<file path="config.mk">
export PLATFORM = sky130hd
export DESIGN_NAME = fetch_pc_unit
export DESIGN_NICKNAME = d
export VERILOG_FILES = /design/src/rtl/fetch_pc_unit.sv
export SDC_FILE = /design/constraint.sdc
export NUM_CORES = 1
export LEC_CHECK = 0
export CAP_MARGIN = 20
export CELL_PAD_IN_SITES_DETAIL_PLACEMENT = 0
export CELL_PAD_IN_SITES_GLOBAL_PLACEMENT = 1
export CORE_MARGIN = 2
export CORE_UTILIZATION = 30
export DETAILED_ROUTE_END_ITERATION = 10
export GPL_ROUTABILITY_DRIVEN = 0
export PLACE_DENSITY = 0.79
export SLEW_MARGIN = 15
export SYNTH_ARGS = -nofsm -noshare
export SYNTH_HDL_FRONTEND = slang
export SYNTH_SLANG_ARGS = --single-unit
</file>
<file path="constraint.sdc">
create_clock -name clk -period 1.8 [get_ports clk]
set_clock_uncertainty 0.2 [all_clocks]
set_input_delay 0.54 -clock clk [delete_from_list [all_inputs] [get_ports clk]]
set_output_delay 0.54 -clock clk [all_outputs]
set_load 0.005 [all_outputs]
</file>
<file path="src/rtl/fetch_pc_unit.sv">
// fetch_pc_unit
//   Holds the architectural PC, issues one instruction-memory read at a time
//   and hands fetched instruction/PC pairs to decode over valid/ready.
//   A redirect replaces the sequential pc+4 path and squashes any wrong-path
//   fetch that is still in flight.
//
// Ports
//   clk, rst_n                      clock, synchronous active-low reset
//   redirect_valid, redirect_pc     one-cycle redirect pulse and target
//   imem_req, imem_addr             read request / word-aligned address
//   imem_gnt                        request accepted this cycle
//   imem_rvalid, imem_rdata         read response
//   if_valid, if_pc, if_instr       output register towards decode
//   if_ready                        decode accepts this cycle
//   misalign_err                    sticky misaligned-redirect flag
//
// Configuration macro
//   MISALIGN_TRAP_EN : misaligned redirect sets misalign_err and parks the
//                      unit in HALT until reset. When undefined the low two
//                      target bits are cleared silently and misalign_err is 0.

module fetch_pc_unit #(
    parameter int unsigned             ADDR_W   = 32,
    parameter int unsigned             DATA_W   = 32,
    parameter logic [ADDR_W-1:0]       RESET_PC = '0
) (
    input  logic              clk,
    input  logic              rst_n,
    input  logic              redirect_valid,
    input  logic [ADDR_W-1:0] redirect_pc,
    output logic              imem_req,
    output logic [ADDR_W-1:0] imem_addr,
    input  logic              imem_gnt,
    input  logic              imem_rvalid,
    input  logic [DATA_W-1:0] imem_rdata,
    output logic              if_valid,
    output logic [ADDR_W-1:0] if_pc,
    output logic [DATA_W-1:0] if_instr,
    input  logic              if_ready,
    output logic              misalign_err
);

    typedef enum logic [1:0] {
        S_REQ,
        S_WAIT,
`ifdef MISALIGN_TRAP_EN
        S_DROP,
        S_HALT
`else
        S_DROP
`endif
    } state_t;

    state_t            state;
    logic [ADDR_W-1:0] pc;
    logic [ADDR_W-1:0] inflight_pc;
    logic [ADDR_W-1:0] redir_target;
    logic              xfer;
    logic              req_fire;

    assign xfer         = if_valid && if_ready;
    assign redir_target = {redirect_pc[ADDR_W-1:2], 2'b00};

    // Only request when the output register can take the response: either it
    // is empty or decode is draining it in this very cycle.
    assign imem_req  = rst_n && (state == S_REQ) && (!if_valid || if_ready);
    assign imem_addr = pc;
    assign req_fire  = imem_req && imem_gnt;

`ifdef MISALIGN_TRAP_EN
    logic misaligned;
    assign misaligned = (redirect_pc[1:0] != 2'b00);
`else
    logic unused_redirect_lo;
    assign unused_redirect_lo = ^redirect_pc[1:0];
`endif

    always_ff @(posedge clk) begin
        if (!rst_n) begin
            state        <= S_REQ;
            pc           <= RESET_PC;
            inflight_pc  <= '0;
            if_valid     <= 1'b0;
            if_pc        <= '0;
            if_instr     <= '0;
            misalign_err <= 1'b0;
        end else begin
            if (xfer) begin
                if_valid <= 1'b0;
            end
`ifdef MISALIGN_TRAP_EN
            if (state == S_HALT) begin
                state <= S_HALT;
            end else if (redirect_valid && misaligned) begin
                misalign_err <= 1'b1;
                if_valid     <= 1'b0;
                state        <= S_HALT;
            end else
`endif
            if (redirect_valid) begin
                pc       <= redir_target;
                if_valid <= 1'b0;
                case (state)
                    // A request granted alongside the redirect is wrong-path;
                    // its response must be swallowed in DROP.
                    S_REQ:   state <= req_fire ? S_DROP : S_REQ;
                    S_WAIT:  state <= imem_rvalid ? S_REQ : S_DROP;
                    S_DROP:  state <= imem_rvalid ? S_REQ : S_DROP;
                    default: state <= S_REQ;
                endcase
            end else begin
                case (state)
                    S_REQ: begin
                        if (req_fire) begin
                            inflight_pc <= pc;
                            state       <= S_WAIT;
                        end
                    end
                    S_WAIT: begin
                        if (imem_rvalid) begin
                            if_valid <= 1'b1;
                            if_pc    <= inflight_pc;
                            if_instr <= imem_rdata;
                            pc       <= inflight_pc + ADDR_W'(4);
                            state    <= S_REQ;
                        end
                    end
                    S_DROP: begin
                        if (imem_rvalid) begin
                            state <= S_REQ;
                        end
                    end
                    default: begin
                        state <= state;
                    end
                endcase
            end
        end
    end

endmodule

</file>
### Word-level counts from Yosys, hierarchy flattened

Cells that the tools add are included.

* register bits after elaboration: 131
* logic and storage cells: 44

* add/subtract/negate cells: 1
* equality and inequality tests: 4
* muxes and demuxes: 13
* bitwise operators: 2
* reduce and logical (&&, ||, !) cells: 17

Operators by type and width (number)
* $mux 32: 3
* $add 32x3->32 const B: 1
* $mux 2: 5
* $reduce_and 3->1: 3
* $pmux 2 s2: 2
* $logic_and 1x1->1: 4
* $reduce_and 2->1: 2
* $reduce_bool 2->1: 2
* $reduce_or 2->1: 2
* $mux 1: 3
* $ne 3x1->1 const B: 1
* $ne 3x3->1 const B: 1
* $reduce_bool 3->1: 1
* $eq 2x1->1 const B: 1
* $eq 2x2->1 const B: 1
* $logic_not 2->1: 1
* $not 1->1: 2
* $logic_not 1->1: 1
* $logic_or 1x1->1: 1

### Logic depth before layout (Yosys ltp)

Gate-level depths: netlist of run 1.

* depth in word-level cells: 7
* mapped depth: 9

### Least setup slack after synthesis of run 1

Ideal clock, no wire load.

* kind: in2reg
* start point: in rst_n
* end point: reg inflight_pc[10]
* data arrival time: 1.611 ns
* slack: -0.143 ns
* stages on the path: 7
* path buffers: 3
* cells stage by stage: buf_2 nand4_1 or2_2 clkbuf_1 clkbuf_1 nand2_1 a21oi_1

* cells in the longest elaborated chain, start to end: 4

RTL lines
* from (decl): line 28 `input logic rst_n,`
* $logic_and 1x1->1 (2 in a row): line 66 `assign imem_req = rst_n && (state == S_REQ) && (!if_valid || if_ready);`
* $logic_and 1x1->1: line 68 `assign req_fire = imem_req && imem_gnt;`
* $reduce_and 3->1 (no source line)
* to (signal assigned): line 115 `inflight_pc <= pc;`
* to (decl): line 56 `logic [ADDR_W-1:0] inflight_pc;`

Several ways; a longest one is shown, not always the timed one.
A chain may end at the register's enable or synchronous reset.

### Worst setup path in the final report of run 1

* start point: reg state[1]
* end point: out imem_req

* cells in the longest elaborated chain, start to end: 3

RTL lines
* from (decl): line 54 `state_t state;`
* from (signal assigned): line 106 `S_REQ: state <= req_fire ? S_DROP : S_REQ;`
* from (signal assigned): line 107 `S_WAIT: state <= imem_rvalid ? S_REQ : S_DROP;`
* from (signal assigned): line 108 `S_DROP: state <= imem_rvalid ? S_REQ : S_DROP;`
* $logic_not 2->1: line 66
* $logic_and 1x1->1 (2 in a row): line 66
* to (decl): line 31 `output logic imem_req,`

No other way between the ends.

==> run_results.csv, run 1 <==
group,metric,value,unit
outcome,status,"finished, violations left",
outcome,violations,"negative setup slack",
yosys,syn-num-nets,787,
global_route,grt_max_degree,37,
power,p_clk_share,52.1,%
yosys,synth-seq-cells,131,
power,pwr-share-comb,8.9,%
cells_and_area,fin_nets,1037,
global_route,grt_pass1_vias,5460,
clock_tree,clk_latency,430,ps
placement,numPortBuffers,165,
critical_path,crit_start,"state[1]$_SDFFE_PN0P_",
yosys,synth_warnings,0,
cells_and_area,fill_cells,1621,
sta,rsz0062_at_grt,"true",
power,pwr_density_cell,762.1,mW/mm²
detailed_routing,drc_errors,0,
detailed_routing,num_vias,5837,
sta,clock.fmax,502.8,MHz
cells_and_area,area_growth,84.18,%
yosys,synth_area,0.005498,mm²
detailed_routing,drt_iter0_drc,309,
global_route,grt_pass1_wl,28980,µm
global_route,grt_util_all_layers,18.83,%
power,pwr-share-seq,39.1,%
clock_tree,clk_pin_slew,60,ps
min_path,min_path_type,"reg2reg",
floorplan,start_util,30.61,%
floorplan,top_level_ports,169,
min_path,min_from,"if_instr[10]$_SDFFE_PN0P_",
detailed_routing,drt_wl_total,20210,µm
floorplan,die_y,139.4,µm
cells_and_area,final_common_cell,"nand2_1",
clock_tree,cts_htree_levels,4,
cells_and_area,diodes,0,
sta,timing.final.crit_share,110.5,%
floorplan,fp.dieW,139.4,µm
floorplan,coreArea,0.01796,mm²
placement,dp_hpwl,11640,µm
cells_and_area,drive_above_1_share,39.55,%
power,irDropWorstVdd,687.4,µV
critical_path,crit_required,1060,ps
clock_tree,cts_hold_buf,0,
global_route,antenna_found_initial,0,
detailed_routing,drt_first_pass_iters,5,
floorplan,die_area,0.01943,mm²
clock_tree,cts_tree,"yes",
yosys,synth_top_area_share,47.70,%
yosys,synthTopCellsByArea,"dfxtp_1 (48%), nand2_1 (15%), a21oi_1 (12%)",
yosys,yosysTopAreaCell,"dfxtp_1",
critical_path,path_class,"reg2out",
critical_path,worst_setup_path_start_kind,"flop",
power,total_power,0.007717,W
yosys,synth_cell_type_count,48,
yosys,yosysSeqAreaShare,47.70,%
sta,hold_violations,0,
detailed_routing,vias_per_cell,4.844,
clock_tree,clock_sinks,131,
critical_path,crit_fanout,3,
sta,final_max_slew_viol_count,0,
power,p_int,0.005951,W
detailed_routing,drt.antenna.violating_nets,0,
critical_path,r2r_start,"state[1]$_SDFFE_PN0P_",
sta,setup_viol,73,
cells_and_area,utilization,56.37,%
power,power_switching_share,22.89,%
clock_tree,clock_path_buffers,2,
flow_run,drv_cap,0,
clock_tree,cts-buffers-inserted,17,
sta,setup_tns,-3328,ps
yosys,synth_area_per_cell,7.711,µm²
yosys,synthCells,713,
floorplan,fp-row-count,49,
global_route,overflow,0,
clock_tree,clockRootBuffer,"clkbuf_16",
critical_path,cp-end-kind,"output port",
sta,worst_slack,-188.9,ps
critical_path,arrival,1250,ps
power,p_leak,4.088,nW
cells_and_area,final_cell_mix,"nand2_1 (178), a21oi_1 (83), dlygate4sd2_1 (79), buf_4 (71), dfxtp_2 (64)",
detailed_routing,wl_per_cell,16.77,µm
power,p_switching,0.001766,W
sta,final.min_clock_period,1989,ps
-- cell usage after synthesis (all sizes together) --
master and count:
nand2 218, dfxtp 131, a21oi 128, nor2 52, clkbuf 43, xnor2 22
nand3 14, buf 13, a211oi 12, nor3 9, nand4 8, o21ai 7
nand2b 6, inv 5, o22ai 5, and4 4, ha 4, nor4 4
and3 3, o31ai 3, a311oi 2, nor2b 2, nor3b 2, or3 2
xor2 2, a21bo 1, a221oi 1, and2 1, and2b 1, clkinv 1
conb 1, mux2i 1, nand3b 1, o21a 1, o311ai 1, o32ai 1
or2 1
-- kinds of logic after synthesis --
family | count (synthesis) | share of synthesized area, %
buffers and inverters | 62 | 4.642
xor gates and xnor gates | 24 | 3.823
muxes | 1 | 0.1821
DFF | 131 | 47.70
and+or+nand+nor | 328 | 26.47
other | 1 | 0.06821
adders and majority gates | 4 | 0.9104
AOI/OAI and AO/OA | 162 | 16.20
-- registers in the layout, summed over array words and instances, names as in the netlist --
name	cells
inflight_pc	32
if_instr	32
state	2
if_valid	1
if_pc	32
imem_addr	32
-- power groups by stage --
stage | logic [W] | clock network [W] | registers [W]
floorplan | 0.000222 | 0 | 0.00307
global placement | 0.000595 | 0 | 0.00307
detailed placement | 0.000596 | 0 | 0.00307
CTS | 0.000611 | 0.00409 | 0.00301
global route | 0.000735 | 0.00423 | 0.00302
finish | 0.000686 | 0.00402 | 0.00301
-- layer usage --
metal,wire [µm],share of wire [%],global-route usage [%],vias up
li1,-,-,-,2885
met1,9092,45,23.94,2770
met4,355,1.8,5.688,0
met3,917,4.5,4.026,30
met5,0,0,0,-
met2,9843,49,32.07,152
-- worst max-delay path: stages (launching register included) --
cell	delay, ps
dfxtp_2	350
inv_2	60
ha_4	170
and3_4	150
buf_6	110
-- stage by stage --
| stage | setup slack [ps] | instance area, µm² | cells | hold WS (ps) |
|---|---|---|---|---|
| after floorplan | -72.26 | 5539 | 713 | 245.3 |
| after global placement | -781.7 | 7891 | 1124 | 241.6 |
| after detailed placement | -788.3 | 7891 | 1124 | 246.5 |
| after CTS | -202.5 | 8892 | 1175 | 251.8 |
| after global routing | -232.6 | 10130 | 1205 | 259.6 |
| final | -188.9 | 10130 | 1205 | 245.2 |
-- path summary, 6_finish.rpt --
path	end	depth (start not counted)	slack [ps]
hold / removal	if_instr[10]$_SDFFE_PN0P_	2	250
setup / recovery	imem_req	4	-190
setup reg to reg	imem_addr[7]$_SDFFE_PN0P_	10	-130
hold reg to reg	if_instr[10]$_SDFFE_PN0P_	2	250
-- layout make-up --
cell class | instances | area (µm²) | share of cell area (%)
Clock buffer | 17 | 425.4 | 4.201
Timing Repair Buffer | 286 | 2970 | 29.33
Multi-Input combinational cell | 521 | 3445 | 34.02
Inverter | 6 | 25.02 | 0.2471
Tap cell | 229 | 286.5 | 2.830
Clock inverter | 15 | 252.7 | 2.496
Sequential cell | 131 | 2721 | 26.87
-- repair_timing --
action	in CTS	in global routing
resized for setup	184	251
buffers inserted	14	23
gates cloned	5	10
endpoints found under the setup margin	215	72
pin swaps	13	108
No activity file was read; power rests on OpenSTA's default activity.
==> run 2: changes to the inputs <==
- CELL_PAD_IN_SITES_DETAIL_PLACEMENT: 0 -> 1
==> run_results.csv, run 2 (synthesized netlist as in run 1, its figures left out) <==
group,metric,value,unit
floorplan,coreArea,0.01796,mm²
critical_path,path_depth,10,
min_path,min_path_type,"reg2reg",
sta,worst_slack,-215.9,ps
clock_tree,clockRootBuffer,"clkbuf_16",
critical_path,rrSetupSlack,-220,ps
cells_and_area,diodes,0,
sta,timing.final.crit_share,112.0,%
clock_tree,cts_htree_levels,4,
sta,setup_tns,-6631,ps
detailed_routing,drc_errors,0,
critical_path,crit_required,1930,ps
critical_path,r2r_start,"state[1]$_SDFFE_PN0P_",
critical_path,rr_worst_depth,10,
floorplan,fp-row-count,49,
detailed_routing,drt_wl_total,25750,µm
placement,numPortBuffers,165,
placement,dp_hpwl,13120,µm
sta,hold_violations,0,
min_path,min_path_cells,2,
critical_path,critPathTopFamily,"buffers and inverters",
clock_tree,cts-buffers-inserted,17,
global_route,overflow,0,
min_path,min_to,"if_pc[30]$_SDFFE_PN0P_",
clock_tree,clk_latency,430,ps
cells_and_area,fin_nets,1035,
critical_path,cp-end-kind,"flop",
outcome,status,"finished, violations left",
clock_tree,clock_path_buffers,2,
global_route,grt_pass1_vias,6151,
critical_path,path_cells,"inv_2 > ha_4 > buf_4 > nand4_1 > buf_4 > nor2_4 > buf_12 > buf_6 > nand2_1 > a21oi_1",
global_route,antenna_found_initial,0,
critical_path,cpMostUsedCell,"buf_4",
power,irDropWorstVdd,734.6,µV
critical_path,cp_num_buf_inv,5,
critical_path,max_stage_delay,340,ps
floorplan,start_util,30.61,%
sta,clock.fmax,496.1,MHz
global_route,grt_max_degree,37,
detailed_routing,drt_first_pass_iters,4,
placement,place_ws,-789.5,ps
critical_path,crit_fanout,7,
global_route,grt_util_all_layers,21.46,%
flow_run,drv_cap,0,
detailed_routing,wl_per_cell,21.41,µm
clock_tree,cts_tree,"yes",
floorplan,die_area,0.01943,mm²
floorplan,fp.dieW,139.4,µm
sta,final_max_slew_viol_count,0,
clock_tree,clk_pin_slew,60,ps
floorplan,top_level_ports,169,
cells_and_area,final_cell_mix,"nand2_1 (148), dlygate4sd2_1 (82), dfxtp_1 (76), a21oi_1 (67), buf_4 (64)",
outcome,violations,"negative setup slack",
power,p_leak,4.181,nW
min_path,min_from,"if_pc[30]$_SDFFE_PN0P_",
sta,whs,250.7,ps
detailed_routing,drt_iter0_drc,281,
detailed_routing,drt.antenna.violating_nets,0,
cells_and_area,area_growth,85.75,%
detailed_routing,vias_per_cell,5.170,
clock_tree,cts_hold_buf,0,
critical_path,cp_slowest_cell,"dfxtp_2",
critical_path,arrival,2150,ps
critical_path,reg2reg_to,"inflight_pc[20]$_SDFFE_PN0P_",
detailed_routing,num_vias,6220,
sta,rsz0062_at_grt,"true",
power,pwr_density_cell,758.6,mW/mm²
cells_and_area,final_common_cell,"nand2_1",
cells_and_area,drive_above_1_share,41.99,%
sta,setup_viol,99,
sta,final.min_clock_period,2016,ps
global_route,grt_pass1_wl,33150,µm
floorplan,die_y,139.4,µm
critical_path,path_class,"reg2reg",
clock_tree,clock_sinks,131,
critical_path,worst_setup_path_start_kind,"flop",
run 2: final cells by class:
cell class	count	area [µm²]
repair buffers	283	2937
flip-flops and latches	131	2701
inverters	6	25.02
multi-input cells	522	3608
clock buffers	17	425.4
well taps	229	286.5
fillers	1985	7751
clock inverters	15	229.0
run 2: timing repair:
| action | CTS | global route |
|---|---|---|
| cloned | 6 | 14 |
| setup buffers | 16 | 15 |
| resized for setup | 213 | 257 |
| pin swaps | 21 | 99 |
| hold endpoints to repair | 0 | 0 |
| setup endpoints to repair | 218 | 130 |
run 2: worst max path at each step:
stage,start,to,slack [ps]
floorplan,redirect_valid,if_instr[14]$_SDFFE_PN0P_,-70
global placement,if_ready,imem_req,-780
detailed placement,if_ready,imem_req,-790
CTS,state[1]$_SDFFE_PN0P_,imem_req,-200
global route,state[1]$_SDFFE_PN0P_,inflight_pc[20]$_SDFFE_PN0P_,-270
finish,state[1]$_SDFFE_PN0P_,inflight_pc[20]$_SDFFE_PN0P_,-220
run 2: through the flow:
step	cells	utilization, %	total power [W]	instance area [µm²]
final	1203	56.85	0.007747	10210
after global routing	1203	56.85	0.007965	10210
after CTS	1177	50.05	0.007589	8990
after detailed placement	1124	43.93	0.003676	7891
after global placement	1124	43.93	0.003668	7891
after floorplan	713	-	0.003291	5539
run 2: report_power, final:
part | total, W | leakage [nW] | switching (W) | internal, W
Combinational | 0.000780 | 2.79 | 0.000376 | 0.000404
Clock | 0.00394 | 0.306 | 0.00147 | 0.00247
Sequential | 0.00302 | 1.09 | 0.0000605 | 0.00296
Total | 0.00775 | 4.18 | 0.00191 | 0.00584
run 2: metal layers:
| metal | track usage [%] | wire length [µm] | vias up |
|---|---|---|---|
| li1 | - | - | 2887 |
| met1 | 26.30 | 10620 | 3077 |
| met2 | 37.98 | 13180 | 189 |
| met3 | 3.544 | 927 | 67 |
| met4 | 7.602 | 1022 | 0 |
| met5 | 0 | 0 | - |
run 2: worst register-to-register path: stages (launching register included):
cell     delay (ps)
dfxtp_2         340
inv_2            90
ha_4            160
buf_4           100
nand4_1         120
buf_4           190
nor2_4          140
buf_12          150
buf_6           140
nand2_1          70
a21oi_1         220
